**config.mk**
```make
export PLATFORM = sky130hd
export DESIGN_NAME = keypad_scan
export DESIGN_NICKNAME = d
export VERILOG_FILES = /design/src/rtl/keypad_scan.sv
export SDC_FILE = /design/constraint.sdc
export NUM_CORES = 1
export LEC_CHECK = 0
export BUFFER_PORTS_ARGS = -buffer_cell sky130_fd_sc_hd__buf_2
export CORE_UTILIZATION = 50
export DETAILED_ROUTE_END_ITERATION = 8
export PLACE_DENSITY = 0.67
export SYNTH_ARGS = -nofsm -noshare
export SYNTH_HDL_FRONTEND = slang
export SYNTH_SLANG_ARGS = --single-unit
```
**constraint.sdc**
```tcl
create_clock -name clk -period 6.3 [get_ports clk]
set_input_delay 0.945 -clock clk [delete_from_list [all_inputs] [get_ports clk]]
set_output_delay 0.945 -clock clk [all_outputs]
set_load 0.05 [all_outputs]
```
**src/rtl/keypad_scan.sv**
```systemverilog
// keypad_scan -- 4x4 matrix keypad scanner with whole-frame debounce.
//
// Drives one column low at a time (rotating active-low one-hot, one step
// every SCAN_CNT cycles), samples the pulled-up rows through a 2-flop
// synchronizer, assembles a 16-bit key image per frame (4 steps), and
// commits an image once it has been seen DEB_FRAMES frames in a row.
// A fresh single-key press emits a one-cycle key_valid with its code.
//
// Parameters:
//   SCAN_CNT   clock cycles per column step (>= 4)
//   DEB_FRAMES identical consecutive frames needed to commit (1..15)
//
// Ports:
//   clk        system clock
//   rst_n      asynchronous active-low reset
//   row[3:0]   keypad rows, asynchronous, 0 = pressed
//   col[3:0]   column drive, active-low one-hot
//   key_code   code of the last valid press (col_idx*4 + row_idx)
//   key_valid  one-cycle pulse on a new single-key commit
//   key_down   level: debounced image has at least one key
//   multi      level: debounced image has two or more keys
module keypad_scan #(
  parameter int SCAN_CNT   = 125000,
  parameter int DEB_FRAMES = 3
) (
  input  logic       clk,
  input  logic       rst_n,
  input  logic [3:0] row,
  output logic [3:0] col,
  output logic [3:0] key_code,
  output logic       key_valid,
  output logic       key_down,
  output logic       multi
);

  localparam int CNT_W = (SCAN_CNT > 1) ? $clog2(SCAN_CNT) : 1;

  logic [CNT_W-1:0] tick_cnt;
  logic             tick;
  logic             frame_end;
  logic [3:0]       row_m;
  logic [3:0]       row_s;
  logic [1:0]       col_idx;
  logic [15:0]      frame_img;
  logic [15:0]      img_next;
  logic [15:0]      cand;
  logic [15:0]      debounced;
  logic [3:0]       stable_cnt;
  logic [3:0]       cnt_next;
  logic             commit;
  logic             img_one;
  logic             img_multi;
  logic [3:0]       img_code;

  assign tick      = (tick_cnt == CNT_W'(SCAN_CNT - 1));
  // The last column's tick closes the frame; its own samples are included
  // through img_next rather than the not-yet-updated frame_img.
  assign frame_end = tick && (col == 4'b0111);

  // NOTE: every signal written in an always_comb gets a default first, so
  // no path leaves it unassigned and no latch is inferred.
  always_comb begin
    col_idx = 2'd0;
    case (col)
      4'b1110: col_idx = 2'd0;
      4'b1101: col_idx = 2'd1;
      4'b1011: col_idx = 2'd2;
      4'b0111: col_idx = 2'd3;
      default: col_idx = 2'd0;
    endcase
  end

  // Frame image including the bits sampled this cycle (1 = pressed).
  always_comb begin
    img_next = frame_img;
    img_next[{col_idx, 2'b00} +: 4] = ~row_s;
  end

  // Debounce bookkeeping as it would look after this frame end.
  always_comb begin
    cnt_next = 4'd1;
    if (img_next == cand) begin
      cnt_next = (stable_cnt == 4'd15) ? 4'd15 : stable_cnt + 4'd1;
    end
    commit = frame_end && (cnt_next == 4'(DEB_FRAMES));
  end

  // Classification of the image about to be committed.
  always_comb begin
    img_multi = (img_next & (img_next - 16'd1)) != 16'd0;
    img_one   = (img_next != 16'd0) && !img_multi;
    img_code  = 4'd0;
    for (int i = 0; i < 16; i++) begin
      if (img_next[i]) img_code = 4'(i);
    end
  end

  // NOTE: sequential state uses non-blocking assignments only, so every
  // register samples the pre-edge value of every other register.
  always_ff @(posedge clk or negedge rst_n) begin
    if (!rst_n) begin
      tick_cnt   <= '0;
      col        <= 4'b1110;
      row_m      <= 4'b1111;
      row_s      <= 4'b1111;
      frame_img  <= '0;
      cand       <= '0;
      debounced  <= '0;
      stable_cnt <= '0;
      key_code   <= '0;
      key_valid  <= 1'b0;
      key_down   <= 1'b0;
      multi      <= 1'b0;
    end else begin
      row_m     <= row;
      row_s     <= row_m;
      key_valid <= 1'b0;

      if (tick) begin
        tick_cnt  <= '0;
        col       <= {col[2:0], col[3]};
        frame_img <= img_next;
      end else begin
        tick_cnt <= tick_cnt + CNT_W'(1);
      end

      if (frame_end) begin
        cand       <= img_next;
        stable_cnt <= cnt_next;
      end

      // Outputs are loaded on the commit edge itself, so they become
      // visible in the cycle right after the frame end.
      if (commit) begin
        debounced <= img_next;
        key_down  <= |img_next;
        multi     <= img_multi;
        // Only a clean transition from "nothing held" to one key counts.
        if (img_one && (debounced == 16'd0)) begin
          key_valid <= 1'b1;
          key_code  <= img_code;
        end
      end
    end
  end

endmodule

```
Word-level counts from Yosys, hierarchy flattened
Cells that the tools add are included.

Reduce and logical (&&, ||, !) cells: 10. Add/subtract/negate cells: 4. Multiplexer cells: 22. Bitwise logic cells: 2. Equality and inequality tests: 7. Shift operators: 2.

Operators by type and width (number): 4-bit 2-to-1 mux (16); 16-bit nonzero test (2); 17-bit by 1-bit adder with 17-bit output, second input constant (1); 17-bit == test, second input constant (1); 17-bit 2-to-1 mux (1); 16-bit bitwise AND (1); 16-bit bitwise mux (1); 16-bit == test (1); 16-bit logical NOT (1); 16-bit OR reduction (1); 4-bit by 6-bit variable shift with 16-bit output, first input constant (1); 4-bit by 6-bit indexed part select with 16-bit output (1); 16-bit by 1-bit subtractor with 16-bit output, second input constant (1); 4-bit == test, second input constant (3); 4-bit negator with 6-bit output (1); 2-bit case mux with 3 select lines (1); 4-bit by 1-bit adder with 4-bit output, second input constant (1); 4-bit by 2-bit == test with 1-bit output, second input constant (1); 4-bit by 3-bit == test with 1-bit output, second input constant (1); 1-bit logical AND (4); 4-bit inverter (1); 1-bit 2-to-1 mux (3); 2-bit AND reduction (1); 1-bit logical NOT (1).

Output and inout bits: 11. Bits of input ports: 6. Register bits: 88.

Longest topological paths before layout
Gate-level depths: netlist (run 1).

Depth after elaboration: 20. Depth in mapped cells: 15. Gate-level depth less buffers: 12.

Least setup slack after synthesis (run 1)
OpenSTA, ideal clock, no wires.

Path type: register -> register. From: register col[3]. To: register key_code[2]. Library setup time: 0.128 ns. Cell stages (with the launch flop): 13. Setup slack: 2.198 ns. Clock period less this slack: 4.102 ns. Arrival: 3.974 ns. Buffers on the path: 1. Path through: dfstp_2 -> buf_6 -> xor2_1 -> nand3_1 -> ha_1 -> nand4bb_1 -> o41a_1 -> xnor2_1 -> a31o_1 -> or4_4 -> or3_4 -> nor3_4 -> mux2_1.

Word-level cells in the longest chain between the ends: 18. Elaborated cells between the ends (all ways): 34.

Ends and longest elaborated chain: from (decl) (RTL line 29) `output logic [3:0] col,`; from (signal assigned) (RTL line 121) `col <= {col[2:0], col[3]};`; 4-bit by 3-bit == test with 1-bit output / 4-bit == test (equally long branches) (RTL line 58, 64); 2-bit case mux with 3 select lines (RTL line 64) `case (col)`; 4-bit negator with 6-bit output (RTL line 76) `img_next[{col_idx, 2'b00} +: 4] = ~row_s;`; 4-bit by 6-bit indexed part select with 16-bit output / 4-bit by 6-bit variable shift with 16-bit output (equally long branches) (RTL line 76); 16-bit bitwise mux (RTL line 76); 4-bit 2-to-1 mux (13 in series) (RTL line 94) `if (img_next[i]) img_code = 4'(i);`; to (signal assigned) (RTL line 141) `key_code <= img_code;`; to (decl) (RTL line 30) `output logic [3:0] key_code,`.

Parallel ways exist; a longest one is shown, timed or not. A chain may end at the register's enable or synchronous reset.

Worst setup path after layout (run 1)
From: register col[3]. To: register key_code[0].

Word-level cells in the longest chain between the ends: 20. Elaborated cells between the ends (all ways): 36.

Ends and longest elaborated chain (RTL line): 4-bit by 3-bit == test with 1-bit output / 4-bit == test (equally long branches) (58, 64); 2-bit case mux with 3 select lines (64); 4-bit negator with 6-bit output (76); 4-bit by 6-bit indexed part select with 16-bit output / 4-bit by 6-bit variable shift with 16-bit output (equally long branches) (76); 16-bit bitwise mux (76); 1-bit 2-to-1 mux (94); 4-bit 2-to-1 mux (14 in series) (94).

Parallel ways exist; a longest one is shown, timed or not.

==> results of run 1 <==
## synth_stat cells, types with 11 or more instances
library cell,count,area (um^2)
nor2_1,45,169
nand3_1,11,55.1
nand2b_1,20,125
clkbuf_1,17,63.8
dfrtp_1,77,1930
nand2_1,65,244
inv_1,12,45.0
dfstp_2,11,289
o21ai_0,42,210
xnor2_1,13,114
a21oi_1,24,120
## registers in the layout (all words and copies together) (netlist names)
| name | count |
|---|---|
| row_m | 4 |
| cand | 16 |
| row_s | 4 |
| debounced | 16 |
| key_valid | 1 |
| col | 4 |
| stable_cnt | 4 |
| multi | 1 |
| frame_img | 16 |
| key_down | 1 |
| tick_cnt | 17 |
| key_code | 4 |
## per-stage QoR
stage / utilization / instance area, um^2
after CTS: 0.553 / 5090
after floorplan: - / 4740
after detailed placement: 0.533 / 4900
after global placement: 0.533 / 4900
after global routing: 0.553 / 5090
final: 0.553 / 5090
## routing by layer
metal | up-vias | global-route usage | part of all wire
li1 | 1816 | - | -
met1 | 1837 | 0.327 | 0.46
met2 | 104 | 0.357 | 0.46
met3 | 18 | 0.0394 | 0.052
met4 | 0 | 0.118 | 0.027
met5 | - | 0 | 0
## cells by family (layout without fill, tap and decap cells)
kind of cell	count (synthesis)	count (layout)
buffers and inverters	34	49
multiplexers	7	7
AO/OA/AOI/OAI	127	127
adder cells (fa/ha/maj)	7	7
XOR/XNOR	25	25
AND/OR/NAND/NOR	215	215
flip-flops	88	88
## worst max-delay path by stage
stage,startpoint,endpoint,slack [ns],cells past startpoint
5_1_grt,col[3]$_DFFE_PN1N_,key_code[0]$_DFFE_PN0P_,1.64,12
4_1_cts,col[3]$_DFFE_PN1N_,key_code[0]$_DFFE_PN0P_,1.91,12
2_1_floorplan,col[3]$_DFFE_PN1N_,key_code[2]$_DFFE_PN0P_,2.20,12
3_3_place_gp,col[3]$_DFFE_PN1N_,key_code[0]$_DFFE_PN0P_,2.02,12
3_5_place_dp,col[3]$_DFFE_PN1N_,key_code[0]$_DFFE_PN0P_,1.95,12
6_report,col[3]$_DFFE_PN1N_,key_code[0]$_DFFE_PN0P_,1.90,12
## final cells by class
cell class                 count  area share
tap                          111      0.0273
inverter                      13     0.00959
clock buffer                  13      0.0293
multi-input combinational    381       0.468
clock inverter                 3     0.00836
sequential                    88       0.435
timing repair buffer          20      0.0221
## power breakdown
part / switching, mW / total (mW) / internal, mW
Combinational: 0.0194 / 0.0278 / 0.00839
Sequential: 0.00590 / 0.575 / 0.569
Clock: 0.199 / 0.393 / 0.194
Total: 0.224 / 0.996 / 0.772
==> metrics.yaml, run 1 <==
setup_viol_count_final: 0
grt-ovfl-total: 0
post_cts_buffers: 0
synth_edf_count: 0
n_fill_cell: 833
skew_ns: 0.0121
min_period_over_period: 0.698
wl_per_cell_um: 17.2
final_common_cell: "dfrtp_1"
critical_path.startpoint_type: "flop"
rr_worst_depth: 12
die_w_um: 99.4
drive_above_1_share: 0.118
grt_pass1_vias: 3485
dpl.hpwl_mm: 7.88
hp-class: "flop to flop"
multi_input_area_um2: 2380
hold_depth: 0
clk_latency_ns: 0.37
clockBufferDepth: 2
post_synth_mux_area_share: 0.0164
drv_cap: 0
syn_area_um2: 4740
worst_r2r_endpoint: "key_code[0]$_DFFE_PN0P_"
cp_slowest_cell: "dfstp_2"
cts_hold_repair.buffers: 0
grt_pass1_wl_mm: 17.8
drt-initial-drc-count: 228
min_from: "row_m[0]$_DFF_PN1_"
r2r-start: "col[3]$_DFFE_PN1N_"
cts_sinks: 88
syn_avg_cell_area_um2: 9.42
synth_compound_area_frac: 0.176
cts_tree: "yes"
via_count: 3775
firstDrtPassIters: 5
yosysWarnings: 0
routed_wl_mm: 10.8
synth.net_count: 516
viasPerCell: 6.00
status: "finished, final reports clean"
relSlewSlack: 0.396
whs_ns: 0.352
crit_fanout: 34
grt_setup_unrepaired: "no"
hold_viol_final: 0
hold_end: "row_s[0]$_DFF_PN1_"
synth_cell_types: 68
syn_to_final_growth_pct: 7.39
synthSimpleGateAreaFrac: 0.240
post-route-drc-count: 0
io_buffers: 16
final-max-slew-violation-count: 0
row_count: 35
fin_nets: 526
power_leakage_nw: 2.24
fmax_mhz: 227
layout_common_cells: "dfrtp_1, nand2_1, nor2_1"
finalNonFillerCells: 629
path_clk_slew_ns: 0.09
cts_buffers: 9
tightest_slew_ns: 0.903
arrival_ns: 4.65
htreeDepth: 3
grt.total_usage: 0.235
worstPathRequired_ns: 6.55
cpLargestDelayFamily: "simple AND/OR/NAND/NOR gates"
final.setup.tns_ns: 0
pre_cts_slack_ns: 1.95
cpPeakStageDelay_ns: 0.67
path_class: "flop to flop"
grt_max_degree: 58
num_io_pins: 17
synth_top_family_by_area: "simple AND/OR/NAND/NOR gates"
synth-xor-area-share: 0.0517
antenna_cells: 0
synth_ff_type: "dfrtp_1"
die_y_um: 99.4
async_flop_share: 1.00
critPathCaptureType: "flop"
start_util: 0.515
peakVddDrop_v: 0.000110
ys_ff_latch: 88
crit_buf_inv: 1
yosysSeqAreaShare: 0.468
ant_nets: 0
postLayoutSetupSlackWorst_ns: 1.90
seqCellArea_um2: 2220
power_density_nw_per_um2: 196
fp.coreArea_um2: 9200
gp_congestion: 0.914
dpl.cell_count: 613
cts.root.buffer_cell: "clkbuf_8"
grt_antenna_before_repair: 0
post_synth_inst_count: 503
cts_resized: 0
rrSetupSlack_ns: 1.90
finalPower_uw: 996
synthAdderAreaFrac: 0.0185
worstPathCellList: "xor2_1 > nand3_1 > ha_1 > nand4bb_1 > o41a_1 > xnor2_1 > a31o_1 > or4_4 > nor4_4 > buf_4 > nor3b_1 > mux2_1"
post-route-min-period_ns: 4.40
dieArea_um2: 9870
Note: power is estimated with default switching activity, not from simulation.
==> run 2, diff against run 1 <==
--- a/config.mk
+++ b/config.mk
@@ -8,7 +8,7 @@
 export BUFFER_PORTS_ARGS = -buffer_cell sky130_fd_sc_hd__buf_2
 export CORE_UTILIZATION = 50
 export DETAILED_ROUTE_END_ITERATION = 8
-export PLACE_DENSITY = 0.67
+export PLACE_DENSITY = 0.69
 export SYNTH_ARGS = -nofsm -noshare
 export SYNTH_HDL_FRONTEND = slang
 export SYNTH_SLANG_ARGS = --single-unit
==> constraint.sdc (replaced) <==
create_clock -name clk -period 4 [get_ports clk]
set_input_delay 0.6 -clock clk [delete_from_list [all_inputs] [get_ports clk]]
set_output_delay 0.6 -clock clk [all_outputs]
set_load 0.05 [all_outputs]
==> run 2 against run 1 <==
  * Cell count grew 2.9%
  * Clock skew down 0.0036 ns
  * Utilization rose by 3.3 points
  * Worst hold slack got worse by 0.030 ns
  * Flip-flop and latch count stayed put
  * Global-route usage grew 0.80 points
  * Clock power increased by 63%
  * Count of clock-buffer cells in the layout down 3
==> metrics.yaml, run 2 (same netlist as run 1, synthesis figures left out) <==
dpl.cell_count: 626  # was 613
fp.coreArea_um2: 9200  # unchanged
tightest_slew_ns: 0.932  # was 0.903 ns
hp-class: "primary input to async pin"  # was flop to flop
power_density_nw_per_um2: 296  # was 196 nW/um^2
path_clk_slew_ns: 0.09  # about the same
grt_setup_unrepaired: "yes"  # was no
syn_to_final_growth_pct: 13.7  # was 7.39%
die_y_um: 99.4  # unchanged
cts_buffers: 9  # unchanged
post-route-min-period_ns: 3.96  # was 4.40 ns
relSlewSlack: 0.376  # was 0.396
ant_nets: 0  # unchanged
htreeDepth: 3  # unchanged
largest_register_ffs: 17  # unchanged
gp_congestion: 0.960  # was 0.914
worstPathCellList: "xor2_1 > nand3_2 > inv_2 > ha_1 > o21ai_0 > o221ai_2 > or4_1 > a211o_1 > or3_1 > or3_4 > nor3_4 > mux2_4"  # was xor2_1 > nand3_1 > ha_1 > nand4bb_1 > o41a_1 > xnor2_1 > a31o_1 > or4_4 > nor4_4 > buf_4 > nor3b_1 > mux2_1
grt_pass1_vias: 3684  # was 3,485
cpPeakStageDelay_ns: 0.67  # about the same
grt_antenna_before_repair: 0  # unchanged
grt-ovfl-total: 0  # unchanged
finalPower_mw: 1.59  # was 996 uW
layout_common_cells: "dfrtp_1, nand2_1, nor2_1"  # unchanged
cts_sinks: 88  # unchanged
grt_max_degree: 65  # was 58
fin_nets: 544  # was 526
io_buffers: 16  # unchanged
firstDrtPassIters: 6  # was 5
worstPathRequired_ns: 4.25  # was 6.55 ns
drv_cap: 0  # unchanged
via_count: 3910  # was 3,775
hold_viol_final: 0  # unchanged
start_util: 0.515  # unchanged
clockBufferDepth: 2  # unchanged
setup_viol_count_final: 0  # unchanged
met1_length_mm: 5.42  # was 4.95 mm
fmax_mhz: 252  # was 227 MHz
status: "finished, final reports clean"  # unchanged
postPlaceCellArea_um2: 5060  # was 4900 um^2
rrSetupSlack_ns: 0.04  # was 1.90 ns
dr_wl_met3_um: 562  # was 567 um
rr_worst_depth: 12  # unchanged
arrival_ns: 4.21  # was 4.65 ns
crit_fanout: 7  # was 34
row_count: 35  # unchanged
peakVddDrop_v: 0.000162  # was 0.000110 V
wl_per_cell_um: 17.7  # was 17.2 um
cts_tree: "yes"  # unchanged
final-max-slew-violation-count: 0  # unchanged
clk_latency_ns: 0.36  # was 0.37 ns
viasPerCell: 6.04  # was 6.00
antenna_cells: 0  # unchanged
dieArea_um2: 9870  # unchanged
critPathCaptureType: "flop"  # unchanged
cp.depth: 12  # unchanged
cts.root.buffer_cell: "clkbuf_8"  # unchanged
power_leakage_nw: 2.39  # was 2.24 nW
final_common_cell: "dfrtp_1"  # unchanged
dpl.hpwl_mm: 8.11  # was 7.88 mm
grt.total_usage: 0.243  # was 0.235
pre_cts_slack_ns: 0.0192  # was 1.95 ns
top_register: "tick_cnt"  # unchanged
routed.top_layer: "met4"  # unchanged
met2_length_mm: 5.13  # was 5.01 mm
critical_path.startpoint_type: "flop"  # unchanged
postLayoutCoreUtil: 0.586  # was 0.553
grt_pass1_wl_mm: 18.8  # was 17.8 mm
post-route-drc-count: 0  # unchanged
postLayoutSetupSlackWorst_ns: 0.0366  # was 1.90 ns
finalNonFillerCells: 647  # was 629
skew_ns: 0.00848  # was 0.0121 ns
drt-initial-drc-count: 317  # was 228
cp_slowest_cell: "dfstp_2"  # unchanged
drive_above_1_share: 0.183  # was 0.118
design_area_um2: 5390  # was 5090 um^2
num_io_pins: 17  # unchanged
min_period_over_period: 0.991  # was 0.698
cpLargestDelayFamily: "simple AND/OR/NAND/NOR gates"  # unchanged
path_class: "flop to flop"  # unchanged
crit_buf_inv: 1  # unchanged
die_w_um: 99.4  # unchanged
routed_wl_mm: 11.5  # was 10.8 mm
==> run 2: changes by cell type in the layout (fill, tap and decap cells not counted), sizes merged <==
cell and delta:
inv +1, clkbuf -2, clkinv +1, clkinvlp +1, buf +17
==> run 2: layout make-up <==
cell class | instances | area [um^2]
well taps | 111 | 139
clock inverters | 6 | 67.6
fillers | 778 | 3810
clock buffers | 10 | 138
inverters | 13 | 48.8
flip-flops and latches | 88 | 2220
multi-input cells | 381 | 2500
repair buffers | 38 | 282
==> run 2: metrics by stage <==
stage,hold slack [ns],TNS (ns)
2_1_floorplan,0.304,0
3_3_place_gp,0.346,0
6_report,0.322,0
4_1_cts,0.325,0
3_5_place_dp,0.347,0
5_1_grt,0.329,-0.157
==> run 2: power by group <==
part / switching (mW) / internal (mW) / leakage, nW
sequential: 0.00990 / 0.897 / 1.18
combinational: 0.0326 / 0.0152 / 1.11
clock: 0.331 / 0.308 / 0.0989
total: 0.374 / 1.22 / 2.39
==> run 2: final timing paths <==
kind / startpoint / end
hold / removal: rst_n / frame_img[13]$_DFFE_PN0N_
setup / recovery: col[3]$_DFFE_PN1N_ / key_code[3]$_DFFE_PN0P_
hold reg to reg: row_m[1]$_DFF_PN1_ / row_s[1]$_DFF_PN1_
max in group asynchronous: rst_n / frame_img[8]$_DFFE_PN0N_
min in group clk: row[0] / row_m[0]$_DFF_PN1_
setup reg to reg: col[3]$_DFFE_PN1N_ / key_code[3]$_DFFE_PN0P_
==> run 2: repair_timing <==
| item | in CTS | in global routing |
|---|---|---|
| hold buffers | 0 | 0 |
| buffers inserted | 0 | 5 |
| resized for setup | 0 | 12 |
| endpoints found under the setup margin | 0 | 7 |
==> run 2: worst reg2reg max path, delay by kind of cell, from the launching register on <==
family | cells | cell delay [ns]
xor+xnor | 1 | 0.11
compound gates | 3 | 0.64
mux | 1 | 0.33
fa+ha+maj | 1 | 0.26
buf+inv | 1 | 0.06
flops | 1 | 0.67
simple gates | 5 | 1.78
==> run 2: metal layers <==
| layer | vias up | global-route usage |
|---|---|---|
| li1 | 1857 | - |
| met1 | 1878 | 0.347 |
| met2 | 137 | 0.374 |
| met3 | 38 | 0.0337 |
| met4 | 0 | 0.0984 |
| met5 | - | 0 |
